--- config.mk ---
export PLATFORM = sky130hd
export DESIGN_NAME = membus_arbiter_flat
export DESIGN_NICKNAME = d
export VERILOG_FILES = /design/src/rtl/membus_arbiter_if.sv /design/src/rtl/membus_arbiter.sv /design/src/flat_wrapper.sv
export SDC_FILE = /design/constraint.sdc
export NUM_CORES = 1
export LEC_CHECK = 0
export ABC_AREA = 1
export CAP_MARGIN = 20
export CORE_AREA = 8 8 133 135
export CTS_BUF_LIST = sky130_fd_sc_hd__clkbuf_4 sky130_fd_sc_hd__clkbuf_8
export CTS_CLUSTER_DIAMETER = 40
export DETAILED_ROUTE_END_ITERATION = 8
export DIE_AREA = 0 0 141 143
export RECOVER_POWER = 25
export SETUP_SLACK_MARGIN = 0.05
export SLEW_MARGIN = 10
export SYNTH_ARGS = -nofsm -noshare
export SYNTH_HDL_FRONTEND = slang
export SYNTH_SLANG_ARGS = --single-unit
--- constraint.sdc ---
create_clock -name clk -period 2.1 [get_ports clk]
set_clock_uncertainty 0.2 [all_clocks]
set_input_delay 0.525 -clock clk [delete_from_list [all_inputs] [get_ports clk]]
set_output_delay 0.525 -clock clk [all_outputs]
set_load 0.005 [all_outputs]
--- src/rtl/membus_arbiter_if.sv ---
// membus_arbiter_if
//   Bundles the fetch requester (i_*), the load/store requester (d_*) and the
//   single memory port (m_*) that the arbiter connects between them.
//   Modports:
//     slave  - the arbiter's view: it takes requests from both requesters
//              and memory responses, and drives readies, responses and the
//              memory request.
//     master - the surrounding system's view: the requesters and the memory.
//   Signals per requester (x = i or d):
//     x_valid/x_ready        request handshake
//     x_addr  [XLEN]         byte address
//     x_wen, x_wdata         write enable and write data
//     x_rvalid, x_rdata      routed response
//   Memory side:
//     m_valid/m_ready        request handshake
//     m_addr  [ADDR_WIDTH]   word address
//     m_wen, m_wdata         write enable and write data
//     m_rvalid, m_rdata      one response per accepted request
interface membus_arbiter_if #(
  parameter int XLEN       = 64,
  parameter int DATA_WIDTH = 32,
  parameter int ADDR_WIDTH = 20
);
  logic                  i_valid;
  logic                  i_ready;
  logic [XLEN-1:0]       i_addr;
  logic                  i_wen;
  logic [DATA_WIDTH-1:0] i_wdata;
  logic                  i_rvalid;
  logic [DATA_WIDTH-1:0] i_rdata;

  logic                  d_valid;
  logic                  d_ready;
  logic [XLEN-1:0]       d_addr;
  logic                  d_wen;
  logic [DATA_WIDTH-1:0] d_wdata;
  logic                  d_rvalid;
  logic [DATA_WIDTH-1:0] d_rdata;

  logic                  m_valid;
  logic                  m_ready;
  logic [ADDR_WIDTH-1:0] m_addr;
  logic                  m_wen;
  logic [DATA_WIDTH-1:0] m_wdata;
  logic                  m_rvalid;
  logic [DATA_WIDTH-1:0] m_rdata;

  modport slave (
    input  i_valid, i_addr, i_wen, i_wdata,
    output i_ready, i_rvalid, i_rdata,
    input  d_valid, d_addr, d_wen, d_wdata,
    output d_ready, d_rvalid, d_rdata,
    output m_valid, m_addr, m_wen, m_wdata,
    input  m_ready, m_rvalid, m_rdata
  );

  modport master (
    output i_valid, i_addr, i_wen, i_wdata,
    input  i_ready, i_rvalid, i_rdata,
    output d_valid, d_addr, d_wen, d_wdata,
    input  d_ready, d_rvalid, d_rdata,
    input  m_valid, m_addr, m_wen, m_wdata,
    output m_ready, m_rvalid, m_rdata
  );
endinterface

--- src/rtl/membus_arbiter.sv ---
// membus_arbiter
//   Shares one memory port between the instruction-fetch requester and the
//   load/store requester. One request is outstanding at a time; the grant is
//   held until memory answers, and the answer is routed back to the owner.
//   Data requests win ties, but after MAX_D_STREAK consecutive data grants
//   with fetch waiting, fetch is granted once.
//   Ports:
//     clk  - clock, rising edge
//     rst  - synchronous reset, active-low; forces every output to 0
//     bus  - membus_arbiter_if.slave (both requesters plus the memory port)
module membus_arbiter #(
  parameter int XLEN         = 64,
  parameter int DATA_WIDTH   = 32,
  parameter int ADDR_WIDTH   = 20,
  parameter int MAX_D_STREAK = 4
) (
  input  logic              clk,
  input  logic              rst,
  membus_arbiter_if.slave   bus
);
  // Byte offset of a word: memory is word addressed.
  localparam int BOFF = $clog2(DATA_WIDTH / 8);
  localparam int AHI  = ADDR_WIDTH + BOFF - 1;
  localparam logic [3:0] STREAK_MAX = 4'(MAX_D_STREAK);
  localparam logic OWN_I = 1'b0;
  localparam logic OWN_D = 1'b1;

  typedef enum logic {ST_IDLE, ST_WAIT_RESP} state_t;

  state_t     r_state;
  logic       r_owner;
  logic       r_holdValid;
  logic       r_holdOwner;
  logic [3:0] r_streak;

  logic w_selAny;
  logic w_selD;
  logic w_idle;
  logic w_mValid;
  logic w_xfer;
  logic w_wait;
  logic w_respI;
  logic w_respD;

  // A stalled offer keeps its requester until it transfers; otherwise data
  // wins unless fetch is waiting and the data streak is exhausted.
  always_comb begin
    w_selAny = 1'b0;
    w_selD   = 1'b0;
    if (r_holdValid) begin
      w_selAny = 1'b1;
      w_selD   = r_holdOwner;
    end else if (bus.d_valid && !(bus.i_valid && (r_streak == STREAK_MAX))) begin
      w_selAny = 1'b1;
      w_selD   = 1'b1;
    end else if (bus.i_valid) begin
      w_selAny = 1'b1;
    end
  end

  // Gating with rst keeps every output at 0 while reset is held, even
  // before the first clock edge has cleared the state.
  assign w_idle   = rst && (r_state == ST_IDLE);
  assign w_wait   = rst && (r_state == ST_WAIT_RESP);
  assign w_mValid = w_idle && w_selAny && (w_selD ? bus.d_valid : bus.i_valid);
  assign w_xfer   = w_mValid && bus.m_ready;

  assign bus.m_valid = w_mValid;
  assign bus.m_addr  = (w_idle && w_selAny)
                     ? (w_selD ? bus.d_addr[AHI:BOFF] : bus.i_addr[AHI:BOFF])
                     : '0;
  assign bus.m_wen   = w_idle && w_selAny && (w_selD ? bus.d_wen : bus.i_wen);
  assign bus.m_wdata = (w_idle && w_selAny)
                     ? (w_selD ? bus.d_wdata : bus.i_wdata)
                     : '0;

  assign bus.i_ready = w_idle && w_selAny && !w_selD && bus.m_ready;
  assign bus.d_ready = w_idle && w_selD && bus.m_ready;

  // Responses are only meaningful while a request is outstanding; a stray
  // m_rvalid in IDLE is dropped.
  assign w_respI      = w_wait && (r_owner == OWN_I) && bus.m_rvalid;
  assign w_respD      = w_wait && (r_owner == OWN_D) && bus.m_rvalid;
  assign bus.i_rvalid = w_respI;
  assign bus.i_rdata  = w_respI ? bus.m_rdata : '0;
  assign bus.d_rvalid = w_respD;
  assign bus.d_rdata  = w_respD ? bus.m_rdata : '0;

  // Grant FSM: IDLE forwards one request, WAIT_RESP waits for its answer.
  // The streak counts data grants taken while fetch was asking.
  always_ff @(posedge clk) begin
    if (!rst) begin
      r_state     <= ST_IDLE;
      r_owner     <= OWN_I;
      r_holdValid <= 1'b0;
      r_holdOwner <= OWN_I;
      r_streak    <= '0;
    end else begin
      case (r_state)
        ST_IDLE: begin
          if (w_xfer) begin
            r_state     <= ST_WAIT_RESP;
            r_owner     <= w_selD;
            r_holdValid <= 1'b0;
            if (w_selD && bus.i_valid) begin
              if (r_streak < STREAK_MAX) r_streak <= r_streak + 4'd1;
            end else begin
              r_streak <= '0;
            end
          end else if (w_mValid) begin
            r_holdValid <= 1'b1;
            r_holdOwner <= w_selD;
          end
        end
        ST_WAIT_RESP: begin
          if (bus.m_rvalid) r_state <= ST_IDLE;
        end
        default: r_state <= ST_IDLE;
      endcase
    end
  end
endmodule

--- src/flat_wrapper.sv ---
// flat-port wrapper written by rule: the top's interface ports become plain ports
module membus_arbiter_flat 
#(
  parameter int XLEN         = 64,
  parameter int DATA_WIDTH   = 32,
  parameter int ADDR_WIDTH   = 20,
  parameter int MAX_D_STREAK = 4
)
  (clk, rst, bus_i_valid, bus_i_addr, bus_i_wen, bus_i_wdata, bus_i_ready, bus_i_rvalid, bus_i_rdata, bus_d_valid, bus_d_addr, bus_d_wen, bus_d_wdata, bus_d_ready, bus_d_rvalid, bus_d_rdata, bus_m_valid, bus_m_addr, bus_m_wen, bus_m_wdata, bus_m_ready, bus_m_rvalid, bus_m_rdata);
  membus_arbiter_if #(.XLEN(XLEN), .DATA_WIDTH(DATA_WIDTH), .ADDR_WIDTH(ADDR_WIDTH)) bus_i ();
  input  logic clk;
  input  logic rst;
  input wire logic [$bits(bus_i.i_valid)-1:0] bus_i_valid;
  input wire logic [$bits(bus_i.i_addr)-1:0] bus_i_addr;
  input wire logic [$bits(bus_i.i_wen)-1:0] bus_i_wen;
  input wire logic [$bits(bus_i.i_wdata)-1:0] bus_i_wdata;
  output wire logic [$bits(bus_i.i_ready)-1:0] bus_i_ready;
  output wire logic [$bits(bus_i.i_rvalid)-1:0] bus_i_rvalid;
  output wire logic [$bits(bus_i.i_rdata)-1:0] bus_i_rdata;
  input wire logic [$bits(bus_i.d_valid)-1:0] bus_d_valid;
  input wire logic [$bits(bus_i.d_addr)-1:0] bus_d_addr;
  input wire logic [$bits(bus_i.d_wen)-1:0] bus_d_wen;
  input wire logic [$bits(bus_i.d_wdata)-1:0] bus_d_wdata;
  output wire logic [$bits(bus_i.d_ready)-1:0] bus_d_ready;
  output wire logic [$bits(bus_i.d_rvalid)-1:0] bus_d_rvalid;
  output wire logic [$bits(bus_i.d_rdata)-1:0] bus_d_rdata;
  output wire logic [$bits(bus_i.m_valid)-1:0] bus_m_valid;
  output wire logic [$bits(bus_i.m_addr)-1:0] bus_m_addr;
  output wire logic [$bits(bus_i.m_wen)-1:0] bus_m_wen;
  output wire logic [$bits(bus_i.m_wdata)-1:0] bus_m_wdata;
  input wire logic [$bits(bus_i.m_ready)-1:0] bus_m_ready;
  input wire logic [$bits(bus_i.m_rvalid)-1:0] bus_m_rvalid;
  input wire logic [$bits(bus_i.m_rdata)-1:0] bus_m_rdata;
  assign bus_i.i_valid = bus_i_valid;
  assign bus_i.i_addr = bus_i_addr;
  assign bus_i.i_wen = bus_i_wen;
  assign bus_i.i_wdata = bus_i_wdata;
  assign bus_i_ready = bus_i.i_ready;
  assign bus_i_rvalid = bus_i.i_rvalid;
  assign bus_i_rdata = bus_i.i_rdata;
  assign bus_i.d_valid = bus_d_valid;
  assign bus_i.d_addr = bus_d_addr;
  assign bus_i.d_wen = bus_d_wen;
  assign bus_i.d_wdata = bus_d_wdata;
  assign bus_d_ready = bus_i.d_ready;
  assign bus_d_rvalid = bus_i.d_rvalid;
  assign bus_d_rdata = bus_i.d_rdata;
  assign bus_m_valid = bus_i.m_valid;
  assign bus_m_addr = bus_i.m_addr;
  assign bus_m_wen = bus_i.m_wen;
  assign bus_m_wdata = bus_i.m_wdata;
  assign bus_i.m_ready = bus_m_ready;
  assign bus_i.m_rvalid = bus_m_rvalid;
  assign bus_i.m_rdata = bus_m_rdata;
  membus_arbiter #(.XLEN(XLEN), .DATA_WIDTH(DATA_WIDTH), .ADDR_WIDTH(ADDR_WIDTH), .MAX_D_STREAK(MAX_D_STREAK)) u_core (.clk(clk), .rst(rst), .bus(bus_i));
endmodule
==> results.sh <==
export IMPL_path_cells="inv_2 > ha_4 > nand2_2 > inv_2 > nand2_2 > nand2_4 > nand2_8 > clkinv_8 > buf_8 > buf_4 > buf_6 > nor2_4 > nor2_2 > buf_2"
export IMPL_max_freq_mhz=396
export IMPL_synthCells=351
export IMPL_htreeDepth=1
export IMPL_mappedNetlistArea_um2=1610
export IMPL_crit_fanout=4
export IMPL_grt_max_degree=20
export IMPL_failed_checks="setup timing"
export IMPL_worst_pin_slew_ns=0.237
export IMPL_critPathLaunchType="flip-flop"
export IMPL_remaining_drc_errors=0
export IMPL_hold_depth=2
export IMPL_crit_path_end_kind="output port"
export IMPL_grt_total_usage=0.137
export IMPL_relSlewSlack=0.842
export IMPL_cpMaxStageDelayCell="dfxtp_2"
export IMPL_status="complete, but fails checks"
export IMPL_pwr_density_cell_nw_per_um2=261
export IMPL_drtAntennaViolNets=0
export IMPL_viasPerCell=4.04
export IMPL_synthToLayoutAreaGrowth_pct=314
export IMPL_seq_area_frac_synth=0.0997
export IMPL_synth_distinct_cells=23
export IMPL_final_nets=947
export IMPL_die_y_um=143
export IMPL_gp_congestion=0.804
export IMPL_die_area_um2=20200
export IMPL_start_util=0.103
export IMPL_wl_per_cell_um=16.5
export IMPL_synth_compound_area_frac=0.185
export IMPL_cts_sinks=8
export IMPL_r2r_cells=17
export IMPL_dr_pass1_iters=4
export IMPL_vias=3743
export IMPL_syn_nets=585
export IMPL_ys_async_sr_fraction=0
export IMPL_hpwl_um=10200
export IMPL_synth_ff_type="dfxtp_1"
export IMPL_placementRows=46
export IMPL_report_final_slew_viol_count=0
export IMPL_synth_seq_cells=8
export IMPL_yosysTopAreaCell="nor2_1"
export IMPL_rsz0062_at_grt="true"
export IMPL_grt_antenna_before_repair=0
export IMPL_grt_ovfl_total=0
export IMPL_synthAdderAreaFrac=0.0156
export IMPL_hold_ws_ns=0.313
export IMPL_io_buffers=265
export IMPL_clockBufferDepth=2
export IMPL_synth_edf_count=0
export IMPL_wirelength_um=15300
export IMPL_fin_crit_ns=2.53
export IMPL_grt_pass1_wl_um=21700
export IMPL_hold_viol_final=0
export IMPL_coreArea_um2=15600
export IMPL_setup_viol=125
export IMPL_cpPeakStageDelay_ns=0.33
export IMPL_synthTopCellsByArea="nor2_1, o21ai_1, dfxtp_1"
export IMPL_synth_top_cell_area_share=0.430
export IMPL_cellLeakagePower_nw=2.97
export IMPL_yosysWarningCount=0
export IMPL_path_class="flip-flop to output port"
export IMPL_synthTopCellsByCount="nor2_1, o21ai_1, inv_1"
export IMPL_insertion_delay_ns=0.23
export IMPL_setup_slack_ns=-0.426
export IMPL_first_global_vias=3955
export IMPL_die_w_um=141
export IMPL_path_clk_slew_ns=0.04
export IMPL_synth_top_family_by_area="simple AND/OR/NAND/NOR gates"
export IMPL_tritoncts="yes"
export IMPL_numCtsBuffers=3
export IMPL_clockRootBuffer="clkbuf_8"
export IMPL_post_route_period_util=1.20
export IMPL_n_antenna_cell=0
export IMPL_final_core_util=0.426
export IMPL_cp_required_ns=1.37
export IMPL_maxCapViolations=0
export IMPL_ir_drop_mv=0.168
export IMPL_drt_initial_drc_count=70
export IMPL_synthMuxAreaShare=0
export IMPL_pin_count=354
export IMPL_hold_class="flip-flop to flip-flop"
export IMPL_drive_gt1_frac=0.598
export IMPL_synth_most_common_cell="nor2_1"
export IMPL_yosys_area_share_simple=0.528
export IMPL_synthXorXnorAreaFrac=0.00545
export IMPL_worstPathArrival_ns=1.80
export IMPL_avgSynthCellArea_um2=4.58
-- sequential cells by signal (all words and copies together), names as in the netlist --
name                cells
u_core.r_holdValid      1
u_core.r_streak         4
u_core.r_holdOwner      1
u_core.r_state          1
u_core.r_owner          1
-- metrics by stage --
| stage | setup TNS (ns) | instance area (um2) | setup WS [ns] | power (mW) | cells |
|---|---|---|---|---|---|
| after floorplan | 0 | 1650 | 0.0366 | 0.452 | 351 |
| after global placement | -124.34 | 4810 | -1.10 | 1.06 | 848 |
| after detailed placement | -124.97 | 4810 | -1.12 | 1.07 | 848 |
| after CTS | -27.49 | 5900 | -0.440 | 1.60 | 916 |
| after global routing | -35.41 | 6650 | -0.515 | 1.84 | 927 |
| final | -25.58 | 6650 | -0.426 | 1.73 | 927 |
-- final timing paths --
check	start	endpoint	slack [ns]
setup reg to reg	u_core.r_streak[0]$_SDFFE_PN0P_	u_core.r_holdValid$_SDFFE_PN0P_	-0.13
hold reg to reg	u_core.r_state$_SDFF_PN0_	u_core.r_state$_SDFF_PN0_	0.31
setup / recovery	u_core.r_streak[0]$_SDFFE_PN0P_	bus_m_addr[12]	-0.43
hold / removal	u_core.r_state$_SDFF_PN0_	u_core.r_state$_SDFF_PN0_	0.31
-- repair_timing --
item | CTS | global route
hold buffers | 0 | 0
gates cloned | 15 | 1
endpoints found under the setup margin | 130 | 126
buffers inserted | 56 | 18
pin swaps | 30 | 58
resized for setup | 742 | 169
hold endpoints to repair | 0 | 0
-- report_power, final --
| part | leakage (nW) | internal (mW) | switching [mW] |
|---|---|---|---|
| Clock | 0.0216 | 0.124 | 0.0616 |
| Combinational | 2.88 | 0.786 | 0.592 |
| Sequential | 0.0661 | 0.162 | 0.00824 |
| Total | 2.97 | 1.07 | 0.662 |
-- cells by family after synthesis --
group / after synthesis
adders and majority gates: 2
and+or+nand+nor: 213
xor gates and xnor gates: 1
buffers and inverters: 68
AOI/OAI and AO/OA: 59
DFF: 8
-- layout by cell type (no fill, tap or decap), types with 8 or more instances in the layout --
cell	Yosys	final
buf_12	0	23
buf_16	0	10
buf_2	6	98
buf_4	1	42
buf_6	0	55
buf_8	0	11
clkdlybuf4s50_1	0	139
inv_1	42	36
nand2_1	13	8
nor2_1	184	80
nor2_2	0	14
nor2_4	2	92
o21ai_2	0	44
-- worst max-delay path, delay by kind of cell, from the launching register on --
kind / cells / cell delay (ns)
buf+inv: 7 / 0.66
simple gates: 6 / 0.43
flops: 1 / 0.33
fa+ha+maj: 1 / 0.15
-- final cells by class --
type / count / area, um2
Timing Repair Buffer: 380 / 3750
Sequential cell: 8 / 163
Clock buffer: 3 / 41.3
Multi-Input combinational cell: 275 / 2230
Fill cell: 1520 / 8950
Tap cell: 216 / 270
Inverter: 45 / 199
-- metal layers --
layer / share of wire / vias up / global-route usage / wire [um]
met2: 0.51 / 212 / 0.253 / 7850
li1: - / 1799 / - / -
met4: 0.019 / 0 / 0.0266 / 293
met3: 0.098 / 20 / 0.0544 / 1500
met5: 0 / - / 0 / 0
met1: 0.37 / 1712 / 0.146 / 5660
Note: power is estimated with default switching activity, not from simulation.
